$ cat src/rtl/bcd_scan_counter.sv
// -----------------------------------------------------------------------------
// bcd_scan_counter
//   N-digit BCD up/down counter with per-digit load and a built-in multiplexed
//   7-segment scan driver. Single clock domain; count and scan rates come from
//   clock-enable ticks, never from derived clocks.
//
//   Optional build macro: LEADING_ZERO_BLANK_EN
//     defined   -> digits above the most significant non-zero digit are blanked
//                  (seg_cat = 8'hFF) while their anode still scans; digit 0 is
//                  never blanked.
//     undefined -> every digit is always displayed, leading zeros included.
//
// Ports
//   clk        system clock
//   rst_n      async active-low reset
//   run        1 = count on tick, 0 = hold (loads allowed)
//   up_dn      1 = count up, 0 = count down
//   clr        sync clear of all digits (highest priority)
//   ld_en      load strobe, effective only while run = 0
//   ld_sel     digit index to load
//   ld_val     BCD value to load (values above 9 saturate to 9)
//   count_bcd  packed digits, digit k at [4k+3:4k], digit 0 = LSD
//   wrap       one-cycle pulse on full-range wrap (all 9s->0s or 0s->9s)
//   seg_an     anodes, active low, exactly one low
//   seg_cat    cathodes, active low, [7] = dp, [6:0] = gfedcba
// -----------------------------------------------------------------------------
module bcd_scan_counter #(
  parameter  int unsigned NUM_DIGITS = 4,
  parameter  int unsigned CLK_HZ     = 100_000_000,
  parameter  int unsigned COUNT_HZ   = 1,
  parameter  int unsigned SCAN_HZ    = 1000,
  localparam int unsigned SELW       = $clog2(NUM_DIGITS)
) (
  input  logic                      clk,
  input  logic                      rst_n,
  input  logic                      run,
  input  logic                      up_dn,
  input  logic                      clr,
  input  logic                      ld_en,
  input  logic [SELW-1:0]           ld_sel,
  input  logic [3:0]                ld_val,
  output logic [4*NUM_DIGITS-1:0]   count_bcd,
  output logic                      wrap,
  output logic [NUM_DIGITS-1:0]     seg_an,
  output logic [7:0]                seg_cat
);

  localparam int unsigned CNT_DIV  = CLK_HZ / COUNT_HZ;
  localparam int unsigned SCAN_DIV = CLK_HZ / SCAN_HZ;
  localparam int unsigned CNT_W    = (CNT_DIV  > 1) ? $clog2(CNT_DIV)  : 1;
  localparam int unsigned SCAN_W   = (SCAN_DIV > 1) ? $clog2(SCAN_DIV) : 1;

  logic [CNT_W-1:0]               r_cnt_pre;
  logic [SCAN_W-1:0]              r_scan_pre;
  logic [SELW-1:0]                r_idx;
  logic [NUM_DIGITS-1:0][3:0]     r_digits;
  logic                           r_wrap;
  logic [NUM_DIGITS-1:0]          r_an;
  logic [7:0]                     r_cat;

  logic                           w_count_tick;
  logic                           w_scan_tick;
  logic [SELW-1:0]                w_idx_nxt;
  logic [NUM_DIGITS-1:0][3:0]     w_step;
  logic                           w_carry;
  logic [3:0]                     w_ld_sat;
  logic                           w_ld_hit;
  logic [3:0]                     w_digit_sel;
  logic                           w_blank;
  logic [7:0]                     w_cat_nxt;

  // Active-low 7-segment pattern, dp off; out-of-range digits render as 9
  function automatic logic [7:0] seg_encode(input logic [3:0] d);
    logic [7:0] s;
    case (d)
      4'd0:    s = 8'hC0;
      4'd1:    s = 8'hF9;
      4'd2:    s = 8'hA4;
      4'd3:    s = 8'hB0;
      4'd4:    s = 8'h99;
      4'd5:    s = 8'h92;
      4'd6:    s = 8'h82;
      4'd7:    s = 8'hF8;
      4'd8:    s = 8'h80;
      default: s = 8'h98;
    endcase
    return s;
  endfunction

  assign w_count_tick = run & (r_cnt_pre == CNT_W'(CNT_DIV - 1));
  assign w_scan_tick  = (r_scan_pre == SCAN_W'(SCAN_DIV - 1));

  // Count prescaler: held at 0 while stopped so the first step is a full period after run rises
  always_ff @(posedge clk or negedge rst_n) begin
    if (!rst_n) begin
      r_cnt_pre <= '0;
    end else if (!run || w_count_tick) begin
      r_cnt_pre <= '0;
    end else begin
      r_cnt_pre <= r_cnt_pre + CNT_W'(1);
    end
  end

  // Scan prescaler: free running
  always_ff @(posedge clk or negedge rst_n) begin
    if (!rst_n) begin
      r_scan_pre <= '0;
    end else if (w_scan_tick) begin
      r_scan_pre <= '0;
    end else begin
      r_scan_pre <= r_scan_pre + SCAN_W'(1);
    end
  end

  // One BCD step with ripple carry/borrow; w_carry left set means the whole range wrapped
  always_comb begin
    w_step  = r_digits;
    w_carry = 1'b1;
    for (int k = 0; k < int'(NUM_DIGITS); k++) begin
      if (w_carry) begin
        if (up_dn) begin
          if (r_digits[k] >= 4'd9) begin
            w_step[k] = 4'd0;
          end else begin
            w_step[k] = r_digits[k] + 4'd1;
            w_carry   = 1'b0;
          end
        end else begin
          if (r_digits[k] == 4'd0) begin
            w_step[k] = 4'd9;
          end else if (r_digits[k] > 4'd9) begin
            w_step[k] = 4'd8;
            w_carry   = 1'b0;
          end else begin
            w_step[k] = r_digits[k] - 4'd1;
            w_carry   = 1'b0;
          end
        end
      end
    end
  end

  assign w_ld_sat = (ld_val > 4'd9) ? 4'd9 : ld_val;
  assign w_ld_hit = (32'(ld_sel) < NUM_DIGITS);

  // Digit register: clear > load > count
  always_ff @(posedge clk or negedge rst_n) begin
    if (!rst_n) begin
      r_digits <= '0;
      r_wrap   <= 1'b0;
    end else if (clr) begin
      r_digits <= '0;
      r_wrap   <= 1'b0;
    end else if (!run && ld_en) begin
      r_wrap <= 1'b0;
      if (w_ld_hit) begin
        r_digits[ld_sel] <= w_ld_sat;
      end
    end else if (w_count_tick) begin
      r_digits <= w_step;
      r_wrap   <= w_carry;
    end else begin
      r_wrap <= 1'b0;
    end
  end

  assign w_idx_nxt   = (r_idx == SELW'(NUM_DIGITS - 1)) ? '0 : r_idx + SELW'(1);
  assign w_digit_sel = r_digits[w_idx_nxt];

`ifdef LEADING_ZERO_BLANK_EN
  // Blank when this digit and every digit above it are zero; digit 0 always shows
  always_comb begin
    w_blank = (w_idx_nxt != '0);
    for (int k = 0; k < int'(NUM_DIGITS); k++) begin
      if ((32'(k) >= 32'(w_idx_nxt)) && (r_digits[k] != 4'd0)) begin
        w_blank = 1'b0;
      end
    end
  end
`else
  assign w_blank = 1'b0;
`endif

  assign w_cat_nxt = w_blank ? 8'hFF : seg_encode(w_digit_sel);

  // Anode and cathode load on the same edge so the display never shows a skewed pair
  always_ff @(posedge clk or negedge rst_n) begin
    if (!rst_n) begin
      r_idx <= '0;
      r_an  <= {{(NUM_DIGITS - 1){1'b1}}, 1'b0};
      r_cat <= 8'hC0;
    end else if (w_scan_tick) begin
      r_idx <= w_idx_nxt;
      r_an  <= ~(NUM_DIGITS'(1) << w_idx_nxt);
      r_cat <= w_cat_nxt;
    end
  end

  assign count_bcd = r_digits;
  assign wrap      = r_wrap;
  assign seg_an    = r_an;
  assign seg_cat   = r_cat;

endmodule

$ cat config.mk
export PLATFORM = sky130hd
export DESIGN_NAME = bcd_scan_counter
export DESIGN_NICKNAME = d
export VERILOG_FILES = /design/src/rtl/bcd_scan_counter.sv
export SDC_FILE = /design/constraint.sdc
export NUM_CORES = 1
export LEC_CHECK = 0
export CORE_MARGIN = 4
export CORE_UTILIZATION = 42
export CTS_CLUSTER_DIAMETER = 120
export DETAILED_ROUTE_END_ITERATION = 8
export SLEW_MARGIN = 30
export SYNTH_ARGS = -nofsm -noshare
export SYNTH_HDL_FRONTEND = slang
export SYNTH_SLANG_ARGS = --single-unit
$ cat constraint.sdc
create_clock -name clk -period 2.6 [get_ports clk]
set_input_delay 0.39 -clock clk [delete_from_list [all_inputs] [get_ports clk]]
set_output_delay 0.39 -clock clk [all_outputs]
set_load 0.02 [all_outputs]
After elaboration in Yosys (flattened, before gate mapping)
Memory sizes are Yosys's and may differ from the RTL's. A register that Yosys moved wholly into a read port is not among the register bits.
Index checks and enable logic that the tools add are counted.
{"block": "totals", "regBits": 75, "latch_bits": 0, "mem_bits_rw": 0, "romBits": 112, "inputBits": 12, "out_inout_bits": 29, "word_cells": 105, "memories": 1}
{"block": "classes", "addsub": 11, "multipliers": 0, "div": 0, "magnitude_cmp": 12, "eq_ne": 3, "shifts": 1, "muxes": 49, "bitwise": 2, "reduce_logical": 16}
{"name": "(name not given)", "depth": 16, "width": 7, "read_ports": 1, "rd_clocked_by_memory_dff": 1, "wr": 0, "line_no": "75", "source": "case (d)"}
{"operator": "two-way mux 4 bit", "n": 22}
{"operator": "two-way mux 16 bit", "n": 3}
{"operator": "adder 27 x 1 -> 27 bit, second input constant", "n": 1}
{"operator": "equality test 27 bit, second input constant", "n": 1}
{"operator": "two-way mux 27 bit", "n": 1}
{"operator": "greater-than comparator 4 bit, second input constant", "n": 5}
{"operator": "two-way mux 1 bit", "n": 18}
{"operator": "adder 17 x 1 -> 17 bit, second input constant", "n": 1}
{"operator": "equality test 17 bit, second input constant", "n": 1}
{"operator": "two-way mux 17 bit", "n": 1}
{"operator": "adder 4 x 1 -> 4 bit, second input constant", "n": 4}
{"operator": "bitwise mux 16 bit", "n": 1}
{"operator": ">= comparator 4 bit, second input constant", "n": 4}
{"operator": "zero test 4 bit", "n": 4}
{"operator": "subtractor 4 x 1 -> 4 bit, second input constant", "n": 4}
{"operator": "nonzero test 3 bit", "n": 4}
{"operator": "binary-select mux 4 bit (select 2 bit)", "n": 1}
{"operator": "demux 4 bit (select 2 bit)", "n": 1}
{"operator": "less-than comparator 2 x 3 -> 1 bit, second input constant", "n": 2}
{"operator": "AND reduction 2 bit", "n": 3}
{"operator": "inverter 4 bit", "n": 1}
{"operator": "<< shifter 1 x 2 -> 4 bit, first input constant", "n": 1}
{"operator": "adder 2 x 1 -> 2 bit, second input constant", "n": 1}
{"operator": "equality test 2 bit, second input constant", "n": 1}
{"operator": "6 further kinds", "n": 8}

Longest topological paths before layout
{"block": "depth", "depth_word": 9, "depth_mapped": 8, "ltp_nobuf": 8}

Least setup slack after synthesis
OpenSTA, ideal clock, no wires.
{"block": "synth_timing", "path_kind": "reg-to-reg", "startpoint": "register r_idx[0]", "endpoint": "register r_cat[3] (netlist: seg_cat[3])", "setup_time_ns": 0.126, "arrival_time_ns": 2.126, "t_required_ns": 2.474, "setup_slack_ns": 0.348, "path_stages_with_launch": 8, "n_path_buf": 0, "synth_period_minus_slack_ns": 2.252, "path_cell_list": "dfrtp_1 inv_1 ha_1 mux4_2 ha_1 mux2_2 nor2_1 o21ai_1"}
{"block": "synth_via", "elab_chain_cells": 4, "word_cells_on_any_way": 5, "classes_between": "1 x add/sub; 1 x eq/ne; 3 x mux"}
{"element": "from (decl)", "line_no": "55", "source": "logic [SELW-1:0] r_idx;"}
{"element": "from (signal assigned)", "line_no": "193", "source": "r_idx <= w_idx_nxt;"}
{"element": "adder 2 x 1 -> 2 bit or equality test 2 bit (tied branches)", "line_no": "167", "source": "assign w_idx_nxt = (r_idx == SELW'(NUM_DIGITS - 1)) ? '0 : r_idx + SELW'(1);"}
{"element": "two-way mux 2 bit (*)", "line_no": "167"}
{"element": "via w_idx_nxt[1]", "line_no": "63", "source": "logic [SELW-1:0] w_idx_nxt;"}
{"element": "binary-select mux 4 bit (select 2 bit) (*)", "line_no": "168", "source": "assign w_digit_sel = r_digits[w_idx_nxt];"}
{"element": "two-way mux 4 bit (implied by the code) (*)", "line_no": "168"}
{"element": "to (decl)", "line_no": "59", "source": "logic [7:0] r_cat;"}
The timed path passes the listed nets; every way through them passes the cells marked *. The select of a mux whose other input is x is not followed.
A chain may end at the register's enable or synchronous reset.

Worst setup path in the final report
{"block": "layout_timing", "startpoint": "register r_idx[0]", "endpoint": "register r_cat[4] (netlist: seg_cat[4])"}
Same word-level chain as after synthesis.

==> summary.txt <==
Timing
  – Min Hold Slack: between 0.04 and 0.05 ns
  – Maximum clock frequency: about 420 MHz
  – Final period util: 0.922
  – Final setup violation count: 0
  – Worst Skew: roughly 0.0071 ns
  – RSZ-0062 raised after global routing: no
  – Max Slew Vio Count: 0
  – Setup TNS: 0 ns
  – Tmin final: approximately 2.4 ns
  – Final hold violations: 0

Detailed routing
  – Highest routed layer: met4
  – Vias: just over 4,000
  – Antenna-violating nets left: 0
  – WL met2: around 5200 um
  – WL/cell: about 16 um
  – Routed WL: approximately 11,000 um
  – Wire length on met1: 5430 um
  – Routed met3 length: 604 um
  – Vias per cell: between 5 and 6
  – 1st-iter DRT viols: 256
  – Drt drc: 0
  – Pre-Repair DR Iteration Count: 4

Synthesis
  – Number of flops mapped to enable cells by yosys: 0
  – Synth unique cells: 64
  – Top_reg_cell synth: dfrtp_1
  – Synth Register Bits: 74
  – Mapped Nets: 574
  – Seq/Total Area, Yosys: 0.384
  – Syn. warnings: 0
  – Cell area after synthesis: a little under 5000 um^2
  – Cell count after synthesis: ~540
  – Syn Area/Cell: 9.02 um^2
  – Fraction of registers with async set/reset: 1.00

Placement
  – DP HPWL: ~8200 um
  – GPL Wtd Cong: roughly 0.89
  – Count of port buffers added during placement: 39

Cells and area
  – Nets: roughly 600
  – Layout filler cell count: roughly 1,100
  – Area Growth Syn to Fin: 17.7%
  – ANT cells: 0
  – Multi-input logic area: around 2800 um^2
  – Sequential standard cell area: between 1500 and 2000 um^2
  – Layout cells sized above 1: 0.101

Floorplan
  – DIE HEIGHT: between 100 and 150 um
  – Die Wd: 115 um
  – Initial Util: 0.438
  – Rows: 38
  – Core area: between 10,000 and 15,000 um^2
  – Full die area: about 13,000 um^2
  – IO Pins: between 40 and 50

GRT
  – GR Util All Layers: 0.188
  – First-pass GRT wire length: 20,000 um
  – Vias in the first global route: a little over 4,000
  – Initial antenna violation count: 0
  – GRT overflow: 0
  – Largest net degree at the start of global routing: 75

Worst setup path
  – Critical Path End Type: flop
  – Top cell by count, worst path: inv_1
  – Arrival @ worst endpoint: ~2.6 ns
  – CP cell instances: inv_1, ha_2, mux4_2, inv_1, ha_1, nor2b_1, a211oi_1, o21ai_0
  – Crit path max fanout: 5
  – Crit-path slowest cell: mux4_2
  – Worst path required time: about 2.8 ns
  – Slowest cell delay on critical path: 0.57 ns
  – WS Path Type: reg2reg
  – Type of origin of the critical path: flop

CTS
  – Cts hold-fix bufs: 0
  – Root buffer cell: clkbuf_16
  – Clock net sink count: 74
  – Clk Latency, worst-skew pair: 0.34 ns
  – Clk slew on worst S/H paths: approximately 0.060 ns
  – TritonCTS clock tree: done
  – Max clock buf depth: 2
  – Inserted Clock Buffers: 9
  – H-tree Lvls: 3

Power and ir drop
  – IR drop worst, VDD: approximately 0.00041 V
  – Total power: 3.29 mW
  – Power Density: ~580 nW/um^2
  – P_leak: around 2.4 nW

Min path
  – Hold Path Class: in2async

Run status
  – Status: complete, no violations

Flow run
  – Max_cap viols: 0
-- layer usage --
layer,track usage,up-vias
li1,-,1986
met1,0.261,1954
met2,0.287,103
met3,0.0442,13
met4,0.0673,0
met5,0,-
-- area by class of cell --
class                   instances  area share
well taps                     140      0.0308
multi-input cells             410       0.484
clock buffers                  10      0.0420
clock inverters                 6     0.00726
flip-flops and latches         74       0.327
inverters                      27      0.0178
repair buffers                 55      0.0915
-- registers in the layout, indices dropped and copies added, names as in the netlist --
name        count
count_bcd      16
r_idx           2
r_cnt_pre      27
seg_an          4
r_scan_pre     17
seg_cat         7
wrap            1
-- path summary, 6_finish.rpt --
path                              end        from  slack (ns)  cells after the start
max                        seg_cat[4]    r_idx[0]        0.20                      8
min                        seg_cat[3]       rst_n        0.04                      2
max reg2reg                seg_cat[4]    r_idx[0]        0.20                      8
min reg2reg                seg_cat[2]  seg_cat[2]        0.47                      2
max in group asynchronous        wrap       rst_n        2.21                      2
min in group clk           seg_cat[2]  seg_cat[2]        0.47                      2
-- critical path: cells and delay by family, from the launching register on --
| kind | cells | cell delay [ns] |
|---|---|---|
| AND/OR/NAND/NOR | 1 | 0.05 |
| adder cells (fa/ha/maj) | 2 | 0.57 |
| multiplexers | 1 | 0.57 |
| AO/OA/AOI/OAI | 2 | 0.39 |
| buffers and inverters | 2 | 0.23 |
| flip-flops | 1 | 0.45 |
-- synthesized netlist by cell type, types with 9 or more instances --
cell	n	area, um^2
nor3_1	15	75.1
buf_2	9	45.0
and3_1	9	56.3
nand3_1	20	100
nand2b_1	12	75.1
o21ai_0	21	105
clkbuf_1	12	45.0
nand2_1	41	154
a21oi_1	20	100
nand4_1	12	75.1
xor2_1	15	131
ha_1	26	325
inv_1	27	101
nor2b_1	12	75.1
dfrtp_1	70	1750
xnor2_1	27	236
nor2_1	63	236
a31oi_1	15	93.8
-- placed cells by master, fill, tap and decap left out, types with 4 or more instances in the layout --
cell type and n:
nor3_1 15, and3_1 9, nor4_1 8, clkdlybuf4s50_1 38
nand2_1 41, o21ai_0 21, a31oi_1 15, buf_4 16
xnor2_1 27, mux4_2 4, xor2_1 15, dfstp_2 4
and4_1 7, nand2b_1 12, o211ai_1 4, nor2b_1 12
clkbuf_16 9, o22ai_1 7, nand3_1 20, and2_1 4
nor2_1 63, ha_1 25, inv_1 27, mux2_2 6
nand4_1 12, o22a_1 5, dfrtp_1 70, a21oi_1 20
-- what timing repair did --
item,4_1_cts,5_1_grt
setup endpoints to repair,0,1
resized for setup,0,1
buffers inserted,0,0
-- kinds of logic after synthesis --
family | after synthesis | share of synthesized area
fa+ha+maj | 26 | 0.0673
mux | 15 | 0.0435
compound gates | 103 | 0.140
simple gates | 223 | 0.242
other cells | 1 | 0.000776
xor+xnor | 42 | 0.0761
buf+inv | 52 | 0.0466
flops | 74 | 0.384
-- power breakdown --
| part | internal, mW | total, mW | switching, mW | leakage [nW] |
|---|---|---|---|---|
| Clock | 0.671 | 1.17 | 0.497 | 0.131 |
| Combinational | 0.373 | 0.827 | 0.453 | 1.25 |
| Sequential | 1.19 | 1.29 | 0.0990 | 0.984 |
-- stage by stage --
stage	worst slack (ns)	cells	area, um^2	utilization
3_3_place_gp	0.241	706	5400	0.490
2_1_floorplan	0.348	536	4830	-
5_1_grt	0.0155	722	5690	0.516
6_report	0.202	722	5690	0.516
3_5_place_dp	0.166	706	5400	0.490
4_1_cts	0.158	722	5680	0.515
(Power assumes the default switching activity.)
